==> config.mk <==
export PLATFORM = sky130hd
export DESIGN_NAME = bus_dma_arbiter
export DESIGN_NICKNAME = d
export VERILOG_FILES = /design/src/rtl/bus_dma_arbiter_pkg.sv /design/src/rtl/bus_dma_arbiter_seq.sv /design/src/rtl/bus_dma_arbiter.sv
export SDC_FILE = /design/constraint.sdc
export NUM_CORES = 1
export LEC_CHECK = 0
export BUFFER_PORTS_ARGS = -buffer_cell sky130_fd_sc_hd__clkbuf_2
export CORE_AREA = 8 8 65 67
export CTS_BUF_LIST = sky130_fd_sc_hd__clkbuf_4 sky130_fd_sc_hd__clkbuf_8
export DETAILED_ROUTE_END_ITERATION = 10
export DIE_AREA = 0 0 73 75
export GPL_TIMING_DRIVEN = 0
export PLACE_DENSITY_LB_ADDON = 0.05
export SETUP_SLACK_MARGIN = 0.1
export SYNTH_ARGS = -nofsm -noshare
export SYNTH_HDL_FRONTEND = slang
export SYNTH_SLANG_ARGS = --single-unit
==> constraint.sdc <==
create_clock -name clk -period 2.15 [get_ports clk]
set_input_delay 0.1075 -clock clk [delete_from_list [all_inputs] [get_ports clk]]
set_output_delay 0.1075 -clock clk [all_outputs]
set_load 0.01 [all_outputs]
==> src/rtl/bus_dma_arbiter_pkg.sv <==
// Shared widths, bus addresses and sequencer state encoding for the
// sprite-DMA bus arbiter.
package bus_dma_arbiter_pkg;

  localparam int ADDR_WIDTH = 16;
  localparam int REG_WIDTH  = 8;

  // A CPU write here starts a 256-byte page copy.
  localparam logic [ADDR_WIDTH-1:0] DMA_TRIG_ADDR = 16'h4014;
  // Every copied byte is written to this fixed data port.
  localparam logic [ADDR_WIDTH-1:0] OAMDATA_ADDR  = 16'h2004;

  typedef enum logic [2:0] {
    ST_IDLE  = 3'd0,
    ST_HALT  = 3'd1,
    ST_ALIGN = 3'd2,
    ST_READ  = 3'd3,
    ST_WRITE = 3'd4
  } dma_state_e;

endpackage

==> src/rtl/bus_dma_arbiter_seq.sv <==
// DMA sequencer: state machine, byte index and free-running cycle parity.
// The parity flop lets HALT insert one ALIGN cycle so that every READ
// lands on an even cycle.
module bus_dma_arbiter_seq
  import bus_dma_arbiter_pkg::*;
(
  input  logic       clk,
  input  logic       reset,
  input  logic       i_trigger,
  output dma_state_e o_state,
  output logic [7:0] o_idx
);

  dma_state_e r_state;
  logic [7:0] r_idx;
  logic       r_cycle_odd;

  // Advance the copy sequence and toggle the cycle parity every clock.
  // NOTE: sequential state uses non-blocking assignments so every flop
  // samples pre-edge values regardless of statement order.
  always_ff @(posedge clk or posedge reset) begin
    if (reset) begin
      r_state     <= ST_IDLE;
      r_idx       <= 8'h00;
      r_cycle_odd <= 1'b0;
    end else begin
      r_cycle_odd <= ~r_cycle_odd;
      case (r_state)
        ST_IDLE: begin
          if (i_trigger) begin
            r_idx   <= 8'h00;
            r_state <= ST_HALT;
          end
        end
        ST_HALT:  r_state <= r_cycle_odd ? ST_READ : ST_ALIGN;
        ST_ALIGN: r_state <= ST_READ;
        ST_READ:  r_state <= ST_WRITE;
        ST_WRITE: begin
          r_idx   <= r_idx + 8'h01;
          r_state <= (r_idx == 8'hFF) ? ST_IDLE : ST_READ;
        end
        default:  r_state <= ST_IDLE;
      endcase
    end
  end

  assign o_state = r_state;
  assign o_idx   = r_idx;

endmodule

==> src/rtl/bus_dma_arbiter.sv <==
// Shared-bus arbiter between the CPU and a page-copy DMA engine.
// In IDLE the CPU owns the bus; a write to DMA_TRIG_ADDR halts the CPU
// and copies page {data,00..FF} to OAMDATA_ADDR one byte at a time.
module bus_dma_arbiter
  import bus_dma_arbiter_pkg::*;
(
  input  logic                  clk,
  input  logic                  reset,
  input  logic [ADDR_WIDTH-1:0] cpu_addr,
  input  logic [REG_WIDTH-1:0]  cpu_dout,
  input  logic                  cpu_we,
  output logic                  cpu_rdy,
  output logic [ADDR_WIDTH-1:0] bus_addr,
  output logic [REG_WIDTH-1:0]  bus_dout,
  input  logic [REG_WIDTH-1:0]  bus_din,
  output logic                  bus_we,
  output logic                  dma_busy
);

  dma_state_e           w_state;
  logic [7:0]           w_idx;
  logic                 w_trigger;
  logic [7:0]           r_page;
  logic [REG_WIDTH-1:0] r_data;

  // Only a CPU write to the trigger address while idle starts a copy.
  assign w_trigger = (w_state == ST_IDLE) && cpu_we && (cpu_addr == DMA_TRIG_ADDR);

  bus_dma_arbiter_seq u_seq (
    .clk       (clk),
    .reset     (reset),
    .i_trigger (w_trigger),
    .o_state   (w_state),
    .o_idx     (w_idx)
  );

  // Capture the source page on trigger and the byte fetched in READ.
  always_ff @(posedge clk or posedge reset) begin
    if (reset) begin
      r_page <= 8'h00;
      r_data <= '0;
    end else begin
      if (w_trigger) r_page <= cpu_dout;
      if (w_state == ST_READ) r_data <= bus_din;
    end
  end

  // Bus ownership mux, a pure function of the sequencer state.
  // NOTE: every output gets a default first so no path can infer a latch.
  always_comb begin
    bus_addr = cpu_addr;
    bus_dout = cpu_dout;
    bus_we   = cpu_we;
    cpu_rdy  = 1'b0;
    dma_busy = 1'b1;
    case (w_state)
      ST_IDLE: begin
        cpu_rdy  = 1'b1;
        dma_busy = 1'b0;
      end
      ST_HALT, ST_ALIGN: begin
        bus_dout = '0;
        bus_we   = 1'b0;
      end
      ST_READ: begin
        bus_addr = {r_page, w_idx};
        bus_dout = '0;
        bus_we   = 1'b0;
      end
      ST_WRITE: begin
        bus_addr = OAMDATA_ADDR;
        bus_dout = r_data;
        bus_we   = 1'b1;
      end
      default: begin
        cpu_rdy  = 1'b1;
        dma_busy = 1'b0;
      end
    endcase
  end

endmodule

==> results of run 1 <==
## cell families (layout without fill, tap and decap cells)
logic type | count (synthesis) | count (layout)
buffers and inverters | 15 | 84
muxes | 18 | 18
AOI/OAI and AO/OA | 39 | 39
and+or+nand+nor | 43 | 43
xor gates and xnor gates | 3 | 3
adders and majority gates | 1 | 1
DFF | 28 | 28
## metal layers
layer	up-vias	global-route usage [%]	wire, um
met5	-	0	0
met1	694	20.21	1912
li1	683	-	-
met3	9	4.261	268
met4	0	5.778	77
met2	49	27.11	2104
## registers in the layout, indices dropped and copies added, names as in the netlist
register	count
r_data	8
r_page	8
u_seq.o_idx	8
u_seq.o_state	3
u_seq.r_cycle_odd	1
## what timing repair did
action,CTS,global route
endpoints found under the hold margin,4,1
endpoints found under the setup margin,29,22
hold buffers,4,1
resized for setup,13,9
## worst max-delay path: cells and delay by family, from the launching register on
family	cells	cell delay [ns]
AO/OA/AOI/OAI	1	0.16
buffers and inverters	3	0.58
flip-flops	1	0.48
AND/OR/NAND/NOR	3	0.35
## final timing paths
kind	startpoint	to	slack, ns	depth (start not counted)
setup / recovery	u_seq.o_state[0]$_DFFE_PP0P_	bus_addr[13]	0.15	7
max in group asynchronous	reset	u_seq.o_state[0]$_DFFE_PP0P_	1.45	2
hold / removal	reset	r_data[3]$_DFFE_PP0N_	-0.007	2
setup reg to reg	u_seq.o_state[2]$_DFFE_PP0P_	r_page[1]$_DFFE_PP0P_	0.20	5
min in group clk	bus_din[7]	r_data[7]$_DFFE_PP0N_	0.01	2
hold reg to reg	u_seq.r_cycle_odd$_DFF_PP0_	u_seq.r_cycle_odd$_DFF_PP0_	0.43	1
## synth_stat cells, types with 2 or more instances
master,count
a21oi_1,3
a22o_1,22
a31oi_1,2
and3_1,3
buf_1,2
buf_2,4
clkbuf_1,4
dfrtp_1,28
inv_1,4
mux2_2,16
mux2i_1,2
nand2_1,12
nand3_1,7
nor2_1,7
nor2b_1,2
nor4b_1,2
o21ai_0,6
xor2_1,2
## power by group
part / total [mW] / internal, mW / switching, mW
Clock: 0.219 / 0.0658 / 0.154
Combinational: 1.41 / 0.669 / 0.746
Sequential: 0.895 / 0.710 / 0.185
Total: 2.53 / 1.45 / 1.08
## layout make-up
cell class                      count  share of cell area (%)
Inverter                            4                  0.7430
Timing Repair Buffer               66                   17.59
Buffer                             11                   3.777
Tap cell                           46                   2.848
Clock buffer                        3                   1.115
Multi-Input combinational cell    104                   39.07
Sequential cell                    28                   34.86
## through the flow
stage                     power [mW]  utilization, %  cell area (sq um)  setup WS, ns
after floorplan                1.738               -               1533        0.4113
after CTS                      2.519           61.60               1991       0.08983
after global routing           2.729           62.52               2021       0.02724
after global placement         2.206           58.65               1896       0.04272
after detailed placement       2.245           58.65               1896       0.07061
final                          2.530           62.52               2021        0.1475
==> impl_summary.log, run 1 <==
[metrics] Post-Route WL: 4362 um
[metrics] final count of negative-setup-slack endpoints: 0
[metrics] portion of synthesized cell area occupied by the leading cell type: 45.71%
[metrics] Yosys cell types: 37
[metrics] unrepaired setup endpoints after global routing: true
[metrics] die boundary width: 73 um
[metrics] master of the slowest instance on the critical path: dfrtp_2
[metrics] number of ports placed on the die boundary: 62
[metrics] measured slew at the worst slew-check pin: 1.077 ns
[metrics] register area: 704.4 sq um
[metrics] Synth Area per Inst: 10.43 sq um
[metrics] final max-slew violation count: 0
[metrics] kind of path behind the tightest hold check: primary input to asynchronous set/reset pin
[metrics] FFs w/ async S/R, synth: 100.0%
[metrics] initial antenna violation count: 0
[metrics] final-stage net count: 254
[metrics] GPL Wtd Cong: 0.7958
[metrics] Final Critical Period: 2.003 ns
[metrics] most frequent cells in the layout: clkbuf_2, dfrtp_1, a22o_1, mux2_2, nand2_1
[metrics] Antenna Diode Count: 0
[metrics] Die ar.: 0.005475 sq mm
[metrics] Total GRT Usage: 16.41%
[metrics] effective utilization at floorplan: 47.43%
[metrics] Detail Route Antenna Nets: 0
[metrics] Rel. slew slack: 28.10%
[metrics] endpoint arrival time on the critical path: 1.90 ns
[metrics] cell total after placement: 254
[metrics] setup TNS: 0 ns
[metrics] per-cell routed wire length: 16.65 um
[metrics] CTS Root Cell: clkbuf_4
[metrics] number of buffers created by CTS: 3
[metrics] CORE AREA: 0.003232 sq mm
[metrics] share of the clock period used by the worst path: 93.14%
[metrics] static leakage: 1.052 nW
[metrics] share of synthesized area occupied by flip-flops and latches: 45.71%
[metrics] multiplexer area fraction after synthesis: 13.06%
[metrics] via count of the first global-routing pass: 1488
[metrics] post-synthesis to final-layout area growth: 31.84%
[metrics] Max-cap violations: 0
[metrics] Initial DRC Count: 99
[metrics] global-route wire length before repair: 7024 um
[metrics] Synthesis Warnings: 0
[metrics] critical path launch point type: flop
[metrics] number of cells produced by synthesis: 147
[metrics] DRT Pass-1 Iters: 4
[metrics] fill cell instance count of the final layout: 291
[metrics] number of synthesized flops with an enable pin: 0
[metrics] cells taking the most area after synthesis: dfrtp_1, a22o_1, mux2_2
[metrics] worst hold-check slack: -0.007129 ns
[metrics] number of storage elements in the synthesis netlist: 28
[metrics] hpwl dp: 3300 um
[metrics] net count of the mapped netlist: 183
[metrics] final hold violation count: 12
[metrics] clock latency reported for the late side of the worst-skew pair: 0.33 ns
[metrics] critical-path maximum fanout: 10
[metrics] total via count in the routed design: 1435
[metrics] CTS Buffer Depth: 2
[metrics] CP Cell Sequence: nor2_4 -> and2_1 -> clkbuf_4 -> buf_4 -> nor2_1 -> o21ai_0 -> clkbuf_2
[metrics] maximum clock rate: 0.4994 GHz
[metrics] failing checks: negative hold slack
[metrics] largest family of logic cells by synthesized area: compound AO/OA/AOI/OAI gates
[metrics] via/cell ratio: 5.477
[metrics] die height: 75 um
[metrics] Port Buffer Count: 61
[metrics] outcome: finished with violations
[metrics] arithmetic-cell share of the synthesized area counting full adders, half adders and majority gates: 0.8163%
[metrics] post-CTS setup buffer count: 0
[metrics] critical path required time: 2.04 ns
[metrics] xor/xnor cell area share of the yosys netlist: 1.714%
[metrics] non-filler instance count after layout: 262
[metrics] row count: 21
[metrics] cell type contributing the most total cell area after synthesis: dfrtp_1
[metrics] WS Path Type: flop to output pin
[metrics] mapped cell area: 0.001533 sq mm
[metrics] clock transition time at the flip-flop clock pins of the worst setup and hold paths: 0.15 ns
[metrics] most used flip-flop cell after synthesis: dfrtp_1
[metrics] number of sinks handled by clock tree synthesis: 28
[metrics] # H-tree levels: 1
[metrics] Worst Setup End Kind: output pin
[metrics] CTS tree: built
[metrics] leading cell type in the layout, fill and taps excluded: clkbuf_2
[metrics] largest stage delay on the critical path: 0.48 ns
[metrics] total congestion overflow: 0
[metrics] worst IR drop on VDD: 0.5523 mV
[metrics] multi-input combinational cell area: 789.5 sq um
[metrics] share of synthesized cell area in and, or, nand and nor gates: 14.86%
[metrics] largest net degree at the start of global routing: 29
[metrics] post-detailed-route DRC marker count: 0
[metrics] complex-gate fraction of the synthesized area: 19.59%
[metrics] setup clock skew after layout: 0.01324 ns
[metrics] fraction of layout instances using a drive strength above 1: 44.44%
[metrics] pwr dens: 1252 mW/mm^2
Note: power is estimated with default switching activity, not from simulation.
==> run 2: changes to the inputs <==
ABC_AREA = 1   (was default)
CORE_AREA = 8 8 66 68   (was 8 8 65 67)
DIE_AREA = 0 0 74 76   (was 0 0 73 75)
==> impl_summary.log, run 2 <==
[metrics] setup clock skew after layout: 0.005349 ns (-0.007893 ns)
[metrics] number of sinks handled by clock tree synthesis: 28 (unchanged)
[metrics] worst hold-check slack: 0.007866 ns (+0.01500 ns)
[metrics] post-CTS setup buffer count: 0 (unchanged)
[metrics] endpoint arrival time on the critical path: 1.74 ns (-0.16 ns)
[metrics] worst IR drop on VDD: 0.6250 mV (+13%)
[metrics] per-cell routed wire length: 12.63 um (-24%)
[metrics] number of ports placed on the die boundary: 62 (unchanged)
[metrics] share of synthesized area occupied by flip-flops and latches: 42.33% (-3.4 points)
[metrics] fill cell instance count of the final layout: 347 (+19%)
[metrics] pwr dens: 999.9 mW/mm^2 (-20%)
[metrics] fraction of layout instances using a drive strength above 1: 29.08% (-15 points)
[metrics] total congestion overflow: 0 (unchanged)
[metrics] cells taking the most area after synthesis: dfrtp_1, nand2_1, inv_1
[metrics] clock transition time at the flip-flop clock pins of the worst setup and hold paths: 0.15 ns (about the same)
[metrics] # H-tree levels: 1 (unchanged)
[metrics] largest family of logic cells by synthesized area: simple AND/OR/NAND/NOR gates
[metrics] total met2 wirelength after detailed routing: 2039 um (-3.1%)
[metrics] die boundary width: 74 um (+1.4%)
[metrics] CTS tree: built
[metrics] Post-Route WL: 4472 um (+2.5%)
[metrics] static leakage: 1.211 nW (+15%)
[metrics] routed wl met3: 343 um (+28%)
[metrics] FFs w/ async S/R, synth: 100.0% (unchanged)
[metrics] final count of negative-setup-slack endpoints: 0 (unchanged)
[metrics] clock latency reported for the late side of the worst-skew pair: 0.32 ns (about the same)
[metrics] number of storage elements in the synthesis netlist: 28 (unchanged)
[metrics] via count of the first global-routing pass: 1704 (+15%)
[metrics] global-route wire length before repair: 7748 um (+10%)
[metrics] Post-DP Area: 0.002021 sq mm (+6.6%)
[metrics] register area: 700.7 sq um (-0.53%)
[metrics] top routing layer in use: met4
[metrics] total via count in the routed design: 1661 (+16%)
[metrics] post-detailed-route DRC marker count: 0 (unchanged)
[metrics] Synthesis Warnings: 0 (unchanged)
[metrics] maximum clock rate: 0.5403 GHz (+8.2%)
[metrics] Yosys cell types: 22 (-41%)
[metrics] number of synthesized flops with an enable pin: 0 (unchanged)
[metrics] effective utilization at floorplan: 48.11% (+0.68 points)
[metrics] largest net degree at the start of global routing: 29 (unchanged)
[metrics] critical path launch point type: flop
[metrics] post-synthesis to final-layout area growth: 29.10%
[metrics] Rel. slew slack: 27.38% (-0.72 points)
[metrics] cell with the most instances after synthesis: nand2_1
[metrics] WS Path Type: flop to output pin
[metrics] multiplexer area fraction after synthesis: 0% (-13 points)
[metrics] complex-gate fraction of the synthesized area: 15.50% (-4.1 points)
[metrics] number of cells produced by synthesis: 233 (+59%)
[metrics] die height: 76 um (+1.3%)
[metrics] critical path required time: 2.04 ns (about the same)
[metrics] Die ar.: 0.005624 sq mm (+2.7%)
[metrics] largest stage delay on the critical path: 0.44 ns (-0.04 ns)
[metrics] DRT Pass-1 Iters: 4 (unchanged)
[metrics] final hold violation count: 0 (-12)
[metrics] outcome: complete, no violations
[metrics] Worst Setup End Kind: output pin
[metrics] CORE AREA: 0.003441 sq mm (+6.5%)
[metrics] mapped cell area: 0.001655 sq mm (+8.0%)
[metrics] most numerous cell on the critical path: nand2_1
[metrics] post-route standard cell area excluding fillers: 0.002137 sq mm (+5.8%)
[metrics] final max-slew violation count: 0 (unchanged)
[metrics] xor/xnor cell area share of the yosys netlist: 0% (-1.7 points)
[metrics] Initial DRC Count: 88 (-11%)
[metrics] arithmetic-cell share of the synthesized area counting full adders, half adders and majority gates: 0.7559% (-0.060 points)
[metrics] master of the slowest instance on the critical path: dfrtp_1
[metrics] family with the most delay on the worst path: buffers and inverters
[metrics] share of synthesized cell area in and, or, nand and nor gates: 29.86% (+15 points)
[metrics] leading cell types by count after synthesis: nand2_1, inv_1, dfrtp_1, o21ai_0
[metrics] portion of synthesized cell area occupied by the leading cell type: 42.33% (-3.4 points)
[metrics] multi-input combinational cell area: 763.2 sq um (-3.3%)
[metrics] unrepaired setup endpoints after global routing: false
[metrics] cell total after placement: 342 (+35%)
[metrics] setup TNS: 0 ns (unchanged)
[metrics] routed length on met1: 2067 um (+8.1%)
[metrics] hpwl dp: 3507 um (+6.3%)
[metrics] via/cell ratio: 4.692 (-14%)
[metrics] row count: 22 (+4.8%)
[metrics] measured slew at the worst slew-check pin: 1.088 ns (+0.01079 ns)
[metrics] Port Buffer Count: 61 (unchanged)
[metrics] Max-cap violations: 0 (unchanged)
[metrics] utilization after layout: 62.11% (-0.42 points)
[metrics] non-filler instance count after layout: 354 (+35%)
[metrics] buffer and inverter count on the worst path: 3 (unchanged)
[metrics] initial antenna violation count: 0 (unchanged)
[metrics] Detail Route Antenna Nets: 0 (unchanged)
[metrics] net count of the mapped netlist: 269 (+47%)
[metrics] Total GRT Usage: 16.93% (+0.51 points)
[metrics] Antenna Diode Count: 0 (unchanged)
[metrics] CTS Root Cell: clkbuf_4
[metrics] final-stage net count: 343 (+35%)
[metrics] GPL Wtd Cong: 0.8066 (+1.4%)
[metrics] cell type contributing the most total cell area after synthesis: dfrtp_1
[metrics] share of the clock period used by the worst path: 86.08% (-7.1 points)
[metrics] CP Cell Sequence: nor2_2 -> nand2_2 -> inv_2 -> buf_4 -> nand2_1 -> nand2_1 -> clkbuf_2
[metrics] number of buffers created by CTS: 3 (unchanged)
[metrics] kind of path behind the tightest hold check: primary input to asynchronous set/reset pin
[metrics] critical-path maximum fanout: 10 (unchanged)
[metrics] most frequent cells in the layout: nand2_1, clkbuf_2, inv_1, dfrtp_1, o21ai_0
[metrics] leading cell type in the layout, fill and taps excluded: nand2_1
[metrics] Synth Area per Inst: 7.104 sq um (-32%)
[metrics] CTS Buffer Depth: 2 (unchanged)
[metrics] Final Critical Period: 1.851 ns (-0.1518 ns)
[metrics] most used flip-flop cell after synthesis: dfrtp_1
[run 2: path summary, 6_finish.rpt]
check	startpoint	end	slack, ns	cells past startpoint
max	u_seq.o_state[2]$_DFFE_PP0P_	bus_addr[14]	0.30	7
min	reset	u_seq.r_cycle_odd$_DFF_PP0_	0.008	2
max reg2reg	u_seq.o_state[1]$_DFFE_PP0P_	r_page[5]$_DFFE_PP0P_	0.75	7
min reg2reg	u_seq.r_cycle_odd$_DFF_PP0_	u_seq.r_cycle_odd$_DFF_PP0_	0.43	1
max in group asynchronous	reset	r_data[3]$_DFFE_PP0N_	1.49	2
min in group clk	cpu_dout[0]	r_page[0]$_DFFE_PP0P_	0.02	3
[run 2: cells by family after synthesis]
logic type	after synthesis
adders and majority gates	1
AOI/OAI and AO/OA	40
and+or+nand+nor	120
buffers and inverters	44
DFF	28
[run 2: area by class of cell]
type                       count  share of cell area [%]
inverter                      37                   6.499
sequential                    28                   32.79
clock buffer                   4                   1.698
timing repair buffer          69                   18.03
tap                           48                   2.810
multi-input combinational    161                   35.71
buffer                         7                   2.459
[run 2: repair_timing]
item / in CTS / in global routing
hold endpoints to repair: 8 / 0
hold buffers: 8 / 0
resized for setup: 0 / 0
[run 2: power by group]
group	leakage, nW	internal (mW)	switching, mW
sequential	0.367	0.653	0.0741
clock	0.0210	0.103	0.153
combinational	0.824	0.442	0.711
total	1.21	1.20	0.938
[run 2: stage by stage]
stage / total power, mW / setup WS, ns
3_3_place_gp: 1.882 / 0.6685
6_report: 2.137 / 0.2993
3_5_place_dp: 1.893 / 0.6644
5_1_grt: 2.332 / 0.1067
2_1_floorplan: 1.474 / 0.9160
4_1_cts: 2.157 / 0.2807
[run 2: per-layer routing]
| metal | global-route usage (%) | vias up |
|---|---|---|
| met4 | 3.400 | 0 |
| met5 | 0 | - |
| met3 | 4.079 | 2 |
| met1 | 22.63 | 735 |
| met2 | 26.58 | 45 |
| li1 | - | 879 |
